--- config.mk ---
export PLATFORM = sky130hd
export DESIGN_NAME = fetch_queue_unit
export DESIGN_NICKNAME = d
export VERILOG_FILES = /design/src/rtl/fetch_queue_unit.sv
export SDC_FILE = /design/constraint.sdc
export NUM_CORES = 1
export LEC_CHECK = 0
export CAP_MARGIN = 40
export CELL_PAD_IN_SITES_DETAIL_PLACEMENT = 0
export CELL_PAD_IN_SITES_GLOBAL_PLACEMENT = 1
export CORE_AREA = 3 3 212 172
export DETAILED_ROUTE_END_ITERATION = 7
export DIE_AREA = 0 0 215 175
export DONT_BUFFER_PORTS = 1
export PLACE_DENSITY = 0.64
export SLEW_MARGIN = 20
export SYNTH_ARGS = -nofsm -noshare
export SYNTH_HDL_FRONTEND = slang
export SYNTH_SLANG_ARGS = --single-unit
--- constraint.sdc ---
create_clock -name clk -period 6.5 [get_ports clk]
set_clock_uncertainty 0.2 [all_clocks]
set_input_delay 1.3 -clock clk [delete_from_list [all_inputs] [get_ports clk]]
set_output_delay 1.3 -clock clk [all_outputs]
set_load 0.01 [all_outputs]
--- src/rtl/fetch_queue_unit.sv ---
// -----------------------------------------------------------------------------
// fetch_queue_unit
//
// Instruction-fetch front end. Owns the fetch PC and issues one request at a
// time to instruction memory over a req/ack handshake that tolerates any ack
// latency, including zero-wait (ack in the same cycle as req). Returned
// instructions are queued together with their PCs in a DEPTH-entry in-order
// queue that decode drains through valid/ready. A redirect from execute
// flushes the queue and restarts fetch at the new target.
//
// Ports:
//   clk, reset           rising-edge clock, synchronous active-high reset
//   imem_req/imem_addr   fetch request and address (address held until ack)
//   imem_ack/imem_rdata  memory response and returned instruction
//   redirect_valid/_pc   taken branch/jump pulse and its target
//   inst_valid/_ready    queue head handshake towards decode
//   inst_data/inst_pc    head instruction and its PC (0 when empty)
//   fifo_count           number of occupied queue entries
// -----------------------------------------------------------------------------
module fetch_queue_unit #(
    parameter int                ADDR_W   = 32,
    parameter int                INSTR_W  = 32,
    parameter logic [ADDR_W-1:0] RESET_PC = '0,
    parameter int                PC_STEP  = 4,
    parameter int                DEPTH    = 4
) (
    input  logic                      clk,
    input  logic                      reset,
    output logic                      imem_req,
    output logic [ADDR_W-1:0]         imem_addr,
    input  logic                      imem_ack,
    input  logic [INSTR_W-1:0]        imem_rdata,
    input  logic                      redirect_valid,
    input  logic [ADDR_W-1:0]         redirect_pc,
    output logic                      inst_valid,
    input  logic                      inst_ready,
    output logic [INSTR_W-1:0]        inst_data,
    output logic [ADDR_W-1:0]         inst_pc,
    output logic [$clog2(DEPTH):0]    fifo_count
);

    localparam int PTR_W = $clog2(DEPTH);
    localparam int CNT_W = PTR_W + 1;
    localparam logic [CNT_W-1:0] DEPTH_C = CNT_W'(DEPTH);

    localparam logic [1:0] S_IDLE    = 2'd0;
    localparam logic [1:0] S_REQ     = 2'd1;
    localparam logic [1:0] S_DISCARD = 2'd2;

    logic [1:0]         state_q, state_d;
    logic [ADDR_W-1:0]  fetch_pc_q, fetch_pc_d;
    // Address of the request being thrown away; the bus must keep showing it
    // until the memory acks, while fetch_pc already holds the redirect target.
    logic [ADDR_W-1:0]  disc_addr_q, disc_addr_d;
    logic [PTR_W-1:0]   rd_ptr_q, rd_ptr_d;
    logic [PTR_W-1:0]   wr_ptr_q, wr_ptr_d;
    logic [CNT_W-1:0]   count_q, count_d;

    logic [INSTR_W-1:0] data_mem_q [DEPTH];
    logic [ADDR_W-1:0]  pc_mem_q   [DEPTH];

    logic push, pop, flush;

    // Redirect outranks everything: it suppresses both the push of a
    // same-cycle ack and any pending pop.
    assign flush = redirect_valid;
    assign push  = (state_q == S_REQ) && imem_ack && !redirect_valid;
    assign pop   = inst_valid && inst_ready && !redirect_valid;

    always_comb begin
        rd_ptr_d = rd_ptr_q;
        wr_ptr_d = wr_ptr_q;
        count_d  = count_q;
        if (flush) begin
            rd_ptr_d = '0;
            wr_ptr_d = '0;
            count_d  = '0;
        end else begin
            if (push) wr_ptr_d = wr_ptr_q + 1'b1;
            if (pop)  rd_ptr_d = rd_ptr_q + 1'b1;
            count_d = count_q + CNT_W'(push) - CNT_W'(pop);
        end
    end

    always_comb begin
        state_d     = state_q;
        fetch_pc_d  = fetch_pc_q;
        disc_addr_d = disc_addr_q;
        case (state_q)
            S_IDLE: begin
                if (redirect_valid) begin
                    fetch_pc_d = redirect_pc;
                    state_d    = S_REQ;
                end else if (count_q < DEPTH_C) begin
                    // Registered count only: a pop this cycle is not credited.
                    state_d = S_REQ;
                end
            end
            S_REQ: begin
                if (redirect_valid) begin
                    fetch_pc_d = redirect_pc;
                    if (!imem_ack) begin
                        disc_addr_d = fetch_pc_q;
                        state_d     = S_DISCARD;
                    end
                end else if (imem_ack) begin
                    fetch_pc_d = fetch_pc_q + ADDR_W'(PC_STEP);
                    state_d    = (count_d < DEPTH_C) ? S_REQ : S_IDLE;
                end
            end
            S_DISCARD: begin
                if (redirect_valid) begin
                    fetch_pc_d = redirect_pc;
                end else if (imem_ack) begin
                    state_d = S_REQ;
                end
            end
            default: state_d = S_IDLE;
        endcase
    end

    always_ff @(posedge clk) begin
        if (reset) begin
            state_q    <= S_IDLE;
            fetch_pc_q <= RESET_PC;
            rd_ptr_q   <= '0;
            wr_ptr_q   <= '0;
            count_q    <= '0;
        end else begin
            state_q    <= state_d;
            fetch_pc_q <= fetch_pc_d;
            rd_ptr_q   <= rd_ptr_d;
            wr_ptr_q   <= wr_ptr_d;
            count_q    <= count_d;
        end
    end

    // Storage and the discard address carry no reset: they are only observed
    // through state that is itself reset.
    always_ff @(posedge clk) begin
        disc_addr_q <= disc_addr_d;
        if (push) begin
            data_mem_q[wr_ptr_q] <= imem_rdata;
            pc_mem_q[wr_ptr_q]   <= fetch_pc_q;
        end
    end

    assign imem_req   = (state_q != S_IDLE);
    assign imem_addr  = (state_q == S_DISCARD) ? disc_addr_q : fetch_pc_q;
    assign inst_valid = (count_q != '0);
    assign inst_data  = inst_valid ? data_mem_q[rd_ptr_q] : '0;
    assign inst_pc    = inst_valid ? pc_mem_q[rd_ptr_q] : '0;
    assign fifo_count = count_q;

endmodule
* Word-level counts from Yosys, hierarchy flattened
Memories as Yosys holds them, arrays and structs flattened. A register that Yosys moved wholly into a read port is not among the register bits.
Index checks and enable logic that the tools add are counted.
** Word-level totals
- Flip-flop bits (word level) :: 73
- Bits in writable memories :: 256
- Input bits :: 69
- Output and inout bits :: 101
- Logic and storage cells :: 61
- Memories :: 2
** Operators by class
- Add/sub/neg operators :: 5
- Magnitude comparators :: 2
- Equal/unequal tests :: 8
- Multiplexer cells :: 23
- Bitwise logic cells :: 1
- Reduce and logical (&&, ||, !) cells :: 14
** Memory list
- data_mem_q :: words 4, width 32, rd ports 1, clocked after Yosys merged registers in 1, wr ports 1, RTL line 59 : logic [INSTR_W-1:0] data_mem_q [DEPTH];
- pc_mem_q :: words 4, width 32, rd ports 1, clocked after Yosys merged registers in 1, wr ports 1, RTL line 60 : logic [ADDR_W-1:0] pc_mem_q [DEPTH];
** Operators with widths (count)
- $mux W32 :: 6
- $pmux W32 S2 :: 1
- $add A32 B3 Y32 const B :: 1
- $mux W2 :: 11
- $ne A3 B3 Y1 const B :: 3
- $lt A3 B3 Y1 const B :: 2
- $pmux W2 S3 :: 1
- $reduce_and A3 Y1 :: 2
- $reduce_and A5 Y1 :: 1
- $add A2 B1 Y2 const B :: 2
- $logic_and A1 B1 Y1 :: 4
- $ne A2 B2 Y1 const B :: 2
- $reduce_bool A2 Y1 :: 2
- $reduce_or A2 Y1 :: 2
- $add A3 B1 Y3 :: 1
- $mux W1 :: 3
- $mux W3 :: 1
- $reduce_bool A3 Y1 :: 1
- $sub A3 B1 Y3 :: 1
- $eq A2 B1 Y1 const B :: 1
- $eq A2 B2 Y1 const B :: 1
- $logic_not A2 Y1 :: 1
- $ne A2 B1 Y1 const B :: 1
- $logic_not A1 Y1 :: 1
- $not A1 Y1 :: 1

* Longest topological paths before layout
Gate-level depths: netlist of the first run.
- Depth after elaboration :: 11
- Gate-level depth with buffers :: 12
- Mapped depth without buffers :: 11

* Least setup slack after synthesis of the first run
OpenSTA, ideal clock, no wires.
- Path kind :: input port to flip-flop
- Start point :: input port redirect_valid
- End point :: register disc_addr_q[0], enable pin
- Setup time :: 0.470 ns
- Arrival time :: 4.095 ns
- Required time :: 5.830 ns
- Setup slack :: 1.735 ns
- Stages on the path :: 3
- Path buffers :: 1
- Path through :: clkbuf_1 nand2b_1 nor3b_1
** Between the ends
- Word-level cells in the longest chain between the ends :: 1
** Ends and longest elaborated chain
- start, declared :: RTL line 33 : input logic redirect_valid,
- $reduce_and A3 Y1 (no line)
- end signal, assigned :: RTL line 141 : disc_addr_q <= disc_addr_d;
- end, declared :: RTL line 54 : logic [ADDR_W-1:0] disc_addr_q, disc_addr_d;
Every way passes these cells.
A chain may end at the register's enable or synchronous reset.

==> results of run 1 <==
cell usage in the layout (no fill, tap or decap), types with 19 or more instances in the layout:
cell type  instances
a21oi_1           24
and2_1            69
clkbuf_16         40
dfxtp_1           41
edfxtp_1         288
mux2_2            30
mux4_2            64
nand2_1           35
nand3_1           22
nor2_1            19
worst paths after layout:
kind | startpoint | to | slack, ns
worst min-delay path | wr_ptr_q[1]$_SDFFE_PP0N_ | wr_ptr_q[1]$_SDFFE_PP0N_ | 0.30
worst max-delay path | flip-flop | inst_pc[14] | 2.36
worst max register to register | state_q[0]$_SDFFE_PP0P_ | state_q[0]$_SDFFE_PP0P_ | 2.93
worst min register to register | wr_ptr_q[1]$_SDFFE_PP0N_ | wr_ptr_q[1]$_SDFFE_PP0N_ | 0.30
power groups by stage:
stage                     clock network [mW]  logic (mW)  registers [mW]
after floorplan                            0       0.146            2.44
after global placement                     0       0.179            2.47
after detailed placement                   0       0.179            2.47
after CTS                               2.13       0.180            2.43
after global routing                    2.21       0.193            2.43
final                                   2.06       0.176            2.43
cells in the mapped netlist, drive strengths merged (3+ instances only):
library cell | instances | area share (%)
a211oi | 6 | 0.33
a21o | 4 | 0.22
a21oi | 24 | 0.87
a31oi | 4 | 0.18
a32oi | 7 | 0.45
and2 | 74 | 3.4
and3 | 5 | 0.23
and4 | 7 | 0.46
buf | 19 | 0.82
clkbuf | 35 | 1.0
dfxtp | 43 | 6.3
edfxtp | 288 | 63
ha | 7 | 0.64
inv | 9 | 0.25
mux2 | 30 | 2.5
mux4 | 64 | 10
nand2 | 35 | 0.96
nand2b | 4 | 0.18
nand3 | 22 | 0.80
nand4 | 16 | 0.82
nor2 | 19 | 0.52
nor3 | 11 | 0.40
nor4 | 8 | 0.41
o211ai | 14 | 0.76
o21ai | 16 | 0.58
o221ai | 3 | 0.19
or2 | 3 | 0.14
or3 | 3 | 0.14
or4 | 10 | 0.60
metal layers:
metal	GRT usage (%)	vias up	wire, um
li1	-	3333	-
met1	24.2	3758	14800
met3	5.48	52	2260
met4	4.68	6	586
met2	26.0	184	14700
met5	0	-	35
cell type report:
cell class	instances	area, um2
diodes	2	5.00
repair buffers	15	133
flip-flops and latches	331	9520
multi-input cells	435	3980
well taps	472	591
clock buffers	48	1030
clock inverters	19	174
inverters	10	37.5
fillers	3082	19100
cells by family (layout without fill, tap and decap cells):
family	after synthesis	in the layout
muxes	94	94
buffers and inverters	64	92
other	0	2
DFF	331	331
xor gates and xnor gates	4	4
adders and majority gates	8	8
and+or+nand+nor	226	226
AOI/OAI and AO/OA	103	103
sequential cells by signal, indices dropped and copies added (netlist names), named ones only:
name and cells:
data_mem_q 128, state_q 2, rd_ptr_q 2, pc_mem_q 128
fifo_count 3, wr_ptr_q 2, disc_addr_q 32, fetch_pc_q 32
worst min-delay path, cell delays in order (launching register included):
cell and delay [ns]:
dfxtp_1 0.34, nand2_1 0.06, a21oi_1 0.05
stage by stage:
stage,area [um2],hold slack [ns]
6_report,15500,0.300
5_1_grt,15500,0.346
4_1_cts,15400,0.300
3_5_place_dp,14200,0.291
3_3_place_gp,14200,0.287
2_1_floorplan,13700,0.266
==> results.json, run 1 <==
{
  "outcome": "finished clean",
  "worst_path_max_delay_cell": "dfxtp_4",
  "cp-start-kind": "flip-flop",
  "portBuffers": 0,
  "fmax_ghz": 0.242,
  "dp_slack_ns": 2.43,
  "globalplace.congestion": 0.800,
  "path_class": "reg -> out",
  "clk_path_buf_depth": 3,
  "power_density_nw_per_um2": 301,
  "track_usage_pct": 17.2,
  "synth_nets": 907,
  "fp.dieW_um": 215,
  "vias": 7333,
  "synthAdderAreaFrac_pct": 0.783,
  "critical_path.top_delay_family": "flip-flops",
  "io_pins": 170,
  "swShare_pct": 21.2,
  "route.detailed.drc": 0,
  "hold_buffers": 0,
  "dp_hpwl_um": 20100,
  "ys_ff_latch": 331,
  "post-route-util_pct": 44.7,
  "synth_edf_count": 288,
  "power_switching_mw": 0.986,
  "hold_viol": 0,
  "synth_seq_area_share_pct": 69.2,
  "grt_pass1_vias": 7497,
  "avgSynthCellArea_um2": 16.6,
  "ctsRootBufferMaster": "clkbuf_16",
  "synth_top_family_by_area": "multiplexers",
  "syn_to_final_growth_pct": 12.5,
  "combPwrFrac_pct": 3.8,
  "dp_cells": 1262,
  "finalSetupViolCount": 0,
  "rsz0062_at_grt": "no",
  "critPathBufInv": 2,
  "synth_compound_area_share_pct": 5.15,
  "drt.antenna.violating_nets": 0,
  "nets": 907,
  "fin_cells": 1332,
  "tightest_slew_ns": 0.797,
  "synthXorXnorAreaFrac_pct": 0.255,
  "syn_area_um2": 13700,
  "cap_violations": 0,
  "avgRoutedWirePerCell_um": 24.3,
  "required_ns": 5.00,
  "htree_levels": 2,
  "holdPathStages": 2,
  "min_period_ns": 4.14,
  "yosys-mux-area-fraction_pct": 12.9,
  "min_path_type": "reg -> reg",
  "postCtsSetupRepairBufs": 0,
  "arrival_ns": 2.64,
  "grt_max_degree": 68,
  "p_int_mw": 3.67,
  "path_max_fanout": 34,
  "drv_slew": 0,
  "crit_path_max_incr_delay_ns": 0.74,
  "cp.depth": 4,
  "routed_wl_um": 32300,
  "syn_inst": 830,
  "synthArstFlopShare_pct": 0,
  "avgViaCountPerCell": 5.51,
  "vdd_drop_max_mv": 0.133,
  "grt_antenna_before_repair": 5,
  "cts_tree": "built",
  "setup_slack_ns": 2.36,
  "power_mw": 4.66,
  "r2r_cells": 10,
  "design.core.area_um2": 34600,
  "rows": 61,
  "synth-simple-area-share_pct": 9.56,
  "die_h_um": 175,
  "slew-limit-headroom_pct": 46.8,
  "fin_crit_sh_pct": 63.7,
  "tns_ns": 0,
  "cts_num_sinks": 331,
  "dieArea_um2": 37600,
  "numCtsBuffers": 37,
  "path_cells": "buf_4 -> buf_16 -> mux4_2 -> and2_1",
  "drt_iter0_drc": 492,
  "grt.overflow.total": 0,
  "post_cts_resized": 0,
  "clkPwrFrac_pct": 44.2,
  "ys_warn_count": 0,
  "clk_latency_ns": 0.53,
  "synthFlopType": "edfxtp_1",
  "synthDistinctLibCells": 70,
  "p_leak_nw": 4.85,
  "dr.pass1.iters": 4,
  "initial_utilization_pct": 39.8,
  "layout-drive-gt1-share_pct": 21.9,
  "grt_pass1_wl_um": 49400,
  "clk_pin_slew_ns": 0.06,
  "seq_power_share_pct": 52.1,
  "cp-end-kind": "output port"
}
Note: power is estimated with default switching activity, not from simulation.
==> run 2: changes to the inputs <==
- clock period: 6.5 -> 3.9 ns (I/O delays scaled with it)
==> run 2 against run 1 <==
Net effect:
- sequential power up 65%
- total power up 59%
- sequential share of layout area up 0.065 points
- first-iteration DRC count down 7.1%
- cell count up 0.83%
- critical endpoint is now imem_addr[31]
- largest power group unchanged
==> results.json, run 2 (synthesis gave the netlist of run 1 again) <==
{
  "rsz0062_at_grt": "no",
  "path_cells": "nor2b_4 -> buf_4 -> mux2_2",
  "numCtsBuffers": 35,
  "fin_hold_ws_ns": 0.115,
  "post_cts_resized": 0,
  "clk_path_buf_depth": 3,
  "highest_layer": "met5",
  "htree_levels": 2,
  "vias": 7388,
  "dp_slack_ns": 0.657,
  "routed_wl_um": 33100,
  "grt_pass1_vias": 7541,
  "crit_path_max_incr_delay_ns": 0.55,
  "power_density_nw_per_um2": 478,
  "die_h_um": 175,
  "path_class": "reg -> out",
  "track_usage_pct": 17.6,
  "power_mw": 7.38,
  "fill_cells": 3039,
  "cts_tree": "built",
  "fp.dieW_um": 215,
  "p_leak_nw": 4.84,
  "dieArea_um2": 37600,
  "hold_buffers": 0,
  "final_common_cell": "edfxtp_1",
  "cts_num_sinks": 331,
  "rows": 61,
  "cp-startpoint": "state_q[1]$_SDFFE_PP0P_",
  "arrival_ns": 2.20,
  "vdd_drop_max_mv": 0.213,
  "avgViaCountPerCell": 5.50,
  "min_path_type": "in -> reg",
  "drt.antenna.violating_nets": 0,
  "globalplace.congestion": 0.771,
  "worstHoldStart": "reset",
  "tns_ns": 0,
  "reg_top3": "data_mem_q x128, pc_mem_q x128",
  "outcome": "finished clean",
  "final_cell_mix": "288 x edfxtp_1, 69 x and2_1, 64 x mux4_2, 41 x dfxtp_1",
  "clk_pin_slew_ns": 0.06,
  "layout-drive-gt1-share_pct": 22.2,
  "route.detailed.drc": 0,
  "min_period_ns": 3.18,
  "fmax_ghz": 0.315,
  "tightest_slew_ns": 0.768,
  "critical_path.top_delay_family": "flip-flops",
  "critPathBufInv": 1,
  "portBuffers": 0,
  "worst_path_max_delay_cell": "dfxtp_1",
  "post-route-util_pct": 44.7,
  "wl_met1_um": 14700,
  "fin_cells": 1343,
  "hold_viol": 0,
  "cp-end-kind": "output port",
  "avgRoutedWirePerCell_um": 24.6,
  "initial_utilization_pct": 39.8,
  "ctsRootBufferMaster": "clkbuf_16",
  "dp_cells": 1280,
  "wl_met2_um": 15300,
  "register_area_um2": 9520,
  "setup_slack_ns": 0.722,
  "placed_area_um2": 14400,
  "dr.pass1.iters": 5,
  "io_pins": 170,
  "finalSetupViolCount": 0,
  "grt_pass1_wl_um": 50100,
  "slew-limit-headroom_pct": 48.8,
  "grt_max_degree": 67,
  "worstReg2RegStart": "state_q[1]$_SDFFE_PP0P_",
  "clk_latency_ns": 0.52,
  "cap_violations": 0,
  "required_ns": 2.92,
  "drv_slew": 0,
  "nets": 922,
  "drt_iter0_drc": 457,
  "fin_crit_sh_pct": 81.5,
  "grt.overflow.total": 0,
  "syn_to_final_growth_pct": 12.4,
  "design.core.area_um2": 34600,
  "multiInputGateArea_um2": 3980,
  "postCtsSetupRepairBufs": 0,
  "path_max_fanout": 36,
  "met3_length_um": 2400,
  "design_area_um2": 15400,
  "cp-start-kind": "flip-flop",
  "dp_hpwl_um": 20700,
  "grt_antenna_before_repair": 4
}
## run 2: changes by cell type in the layout (fill, tap and decap cells not counted), sizes merged
cell / previous run / this run
clkinv: 14 / 13
buf: 15 / 32
clkbuf: 48 / 46
bufinv: 3 / 1
diode: 2 / 1
## run 2: worst register-to-register path: stages, from the launching register on
cell and delay (ns):
dfxtp_1 0.42, and4bb_2 0.52, clkinv_1 0.16, ha_1 0.30
inv_1 0.04, ha_1 0.18, fa_1 0.38, xnor2_1 0.18
xnor2_1 0.16, o21ai_0 0.10, a211oi_1 0.21
## run 2: path summary, 6_finish.rpt
| path | to | slack, ns | cells after the start |
|---|---|---|---|
| setup / recovery | imem_addr[31] | 0.72 | 3 |
| hold / removal | fetch_pc_q[2]$_SDFFE_PP0P_ | 0.11 | 1 |
| setup reg to reg | state_q[0]$_SDFFE_PP0P_ | 0.94 | 10 |
| hold reg to reg | wr_ptr_q[1]$_SDFFE_PP0N_ | 0.30 | 2 |
## run 2: cell type report
class | instances | share of cell area (%)
antenna | 1 | 0.0162
timing repair buffer | 32 | 1.96
sequential | 331 | 61.6
multi-input combinational | 435 | 25.8
clock inverter | 16 | 0.672
tap | 472 | 3.82
inverter | 10 | 0.243
clock buffer | 46 | 5.94
## run 2: report_power, final
part	switching (mW)	internal [mW]	leakage [nW]	total, mW
Sequential	0.0707	3.93	2.97	4.00
Clock	1.31	1.72	0.491	3.03
Combinational	0.216	0.135	1.38	0.351
Total	1.59	5.79	4.84	7.38
## run 2: routing by layer
| metal | vias to the layer above | track usage, % |
|---|---|---|
| met5 | - | 0 |
| met1 | 3758 | 25.0 |
| met4 | 6 | 3.96 |
| met2 | 225 | 27.4 |
| li1 | 3352 | - |
| met3 | 47 | 4.82 |
==> run 3: changes to the inputs <==
- PLACE_DENSITY: 0.64 -> 0.66
- clock period: 3.9 -> 2.8 ns (I/O delays scaled with it)
==> run 3 against run 2 <==
Net effect:
- worst setup slack got worse by 0.63 ns
- total power grew 48%
- clock power increased by 57%
- highest routed layer unchanged
- largest power group unchanged
- non-clock buffer count grew 79
- sequential power grew 38%
- cell count is 5.8% higher
- sequential share of layout area decreased by 3.9 points
- clock-buffer cell count shrank 6
- register-to-register slack got worse by 0.82 ns
- via count up 6.5%
==> results.json, run 3 (synthesis gave the netlist of run 1 again) <==
{
  "fin_cells": 1421,
  "syn_to_final_growth_pct": 20.1,
  "globalplace.congestion": 0.812,
  "fin_crit_sh_pct": 96.9,
  "vdd_drop_max_mv": 0.318,
  "cp-start-kind": "flip-flop",
  "initial_utilization_pct": 39.8,
  "path_max_fanout": 14,
  "grt.overflow.total": 0,
  "clk_latency_ns": 0.53,
  "route.detailed.drc": 0,
  "min_period_ns": 2.71,
  "dp_hpwl_um": 21600,
  "grt_max_degree": 67,
  "ctsRootBufferMaster": "clkbuf_16",
  "clk_pin_slew_ns": 0.06,
  "final_cell_mix": "288 x edfxtp_1, 64 x mux4_2, 62 x and2_1, 54 x buf_4, 41 x dfxtp_1",
  "fmax_ghz": 0.369,
  "dr.pass1.iters": 5,
  "track_usage_pct": 17.9,
  "portBuffers": 0,
  "rows": 61,
  "min_path_type": "in -> reg",
  "grt_antenna_before_repair": 1,
  "hold_viol": 0,
  "slew-limit-headroom_pct": 57.0,
  "drt_iter0_drc": 686,
  "power_density_nw_per_um2": 664,
  "numCtsBuffers": 36,
  "rsz0062_at_grt": "yes",
  "setup_slack_ns": 0.0880,
  "dp_slack_ns": 0.0396,
  "vias": 7868,
  "clk_path_buf_depth": 3,
  "grt_pass1_vias": 7780,
  "grt_pass1_wl_um": 51000,
  "diodes": 0,
  "die_h_um": 175,
  "required_ns": 2.04,
  "dieArea_um2": 37600,
  "routed_wl_um": 34100,
  "drv_slew": 0,
  "design.core.area_um2": 34600,
  "nets": 1002,
  "arrival_ns": 1.95,
  "cap_violations": 0,
  "final_common_cell": "edfxtp_1",
  "outcome": "finished clean",
  "cp-end-kind": "output port",
  "tightest_slew_ns": 0.640,
  "reg_top3": "data_mem_q x128, pc_mem_q x128",
  "path_class": "reg -> out",
  "cts_tree": "built",
  "p_leak_nw": 5.37,
  "htree_levels": 2,
  "layout-drive-gt1-share_pct": 27.0,
  "fp.dieW_um": 215,
  "cts_num_sinks": 331,
  "finalSetupViolCount": 0,
  "io_pins": 170,
  "tns_ns": 0,
  "drt.antenna.violating_nets": 0,
  "avgViaCountPerCell": 5.54,
  "dp_cells": 1313,
  "avgRoutedWirePerCell_um": 24.0
}
==> run 3: cell count changes in the layout (fill, tap and decap cells not counted), sizes merged <==
cell / before / now
bufinv: 1 / 5
diode: 1 / 0
buf: 32 / 72
clkinv: 13 / 14
clkbuf: 46 / 42
dlygate4sd3: 0 / 37
inv: 10 / 11
==> run 3: cell type report <==
| cell class | instances | area [um2] |
|---|---|---|
| clock inverter | 22 | 240 |
| inverter | 10 | 37.5 |
| multi-input combinational | 435 | 4010 |
| timing repair buffer | 111 | 1170 |
| clock buffer | 40 | 947 |
| sequential | 331 | 9520 |
| tap | 472 | 591 |
| fill | 2965 | 18100 |
==> run 3: critical path, cell delays in order (launching register included) <==
cell     delay [ns]
dfxtp_4        0.35
buf_12         0.14
buf_12         0.18
mux4_2         0.53
and2_1         0.21
==> run 3: path summary, 6_finish.rpt <==
| check | startpoint | endpoint | slack, ns | cells after the start |
|---|---|---|---|---|
| setup / recovery | flip-flop | inst_pc[13] | 0.09 | 4 |
| hold reg to reg | wr_ptr_q[0]$_SDFFE_PP0N_ | wr_ptr_q[0]$_SDFFE_PP0N_ | 0.29 | 2 |
| setup reg to reg | fifo_count[0]$_SDFF_PP0_ | state_q[0]$_SDFFE_PP0P_ | 0.12 | 11 |
| hold / removal | redirect_pc[15] | fetch_pc_q[15]$_SDFFE_PP0P_ | 0.06 | 2 |
==> run 3: what timing repair did <==
item / in CTS / in global routing
cloned: 0 / 2
resized for setup: 8 / 7
setup endpoints to repair: 62 / 45
endpoints found under the hold margin: 153 / 0
hold buffers: 38 / 0
setup buffers: 3 / 3
pin swaps: 0 / 3
==> run 3: layer usage <==
layer  GRT usage (%)  part of all wire, %
met1            25.8                   46
met2            27.3                   45
met3            5.08                  7.3
met4            3.52                  1.4
met5               0                0.038
==> run 3: stage by stage <==
stage / utilization [%] / hold slack [ns] / cell area (um2) / total power [mW]
final: 47.7 / 0.0643 / 16500 / 11.0
after global routing: 47.7 / 0.0497 / 16500 / 11.4
after CTS: 47.4 / 0.0425 / 16400 / 11.1
after detailed placement: 42.7 / 0.289 / 14800 / 6.22
after global placement: 42.7 / 0.292 / 14800 / 6.21
after floorplan: - / 0.266 / 13800 / 6.00
==> run 3: power by group <==
part	leakage [nW]	internal, mW	switching (mW)	total, mW
registers	2.97	5.48	0.0531	5.53
logic	1.81	0.264	0.394	0.658
clock network	0.582	2.89	1.88	4.77
total	5.37	8.63	2.33	11.0
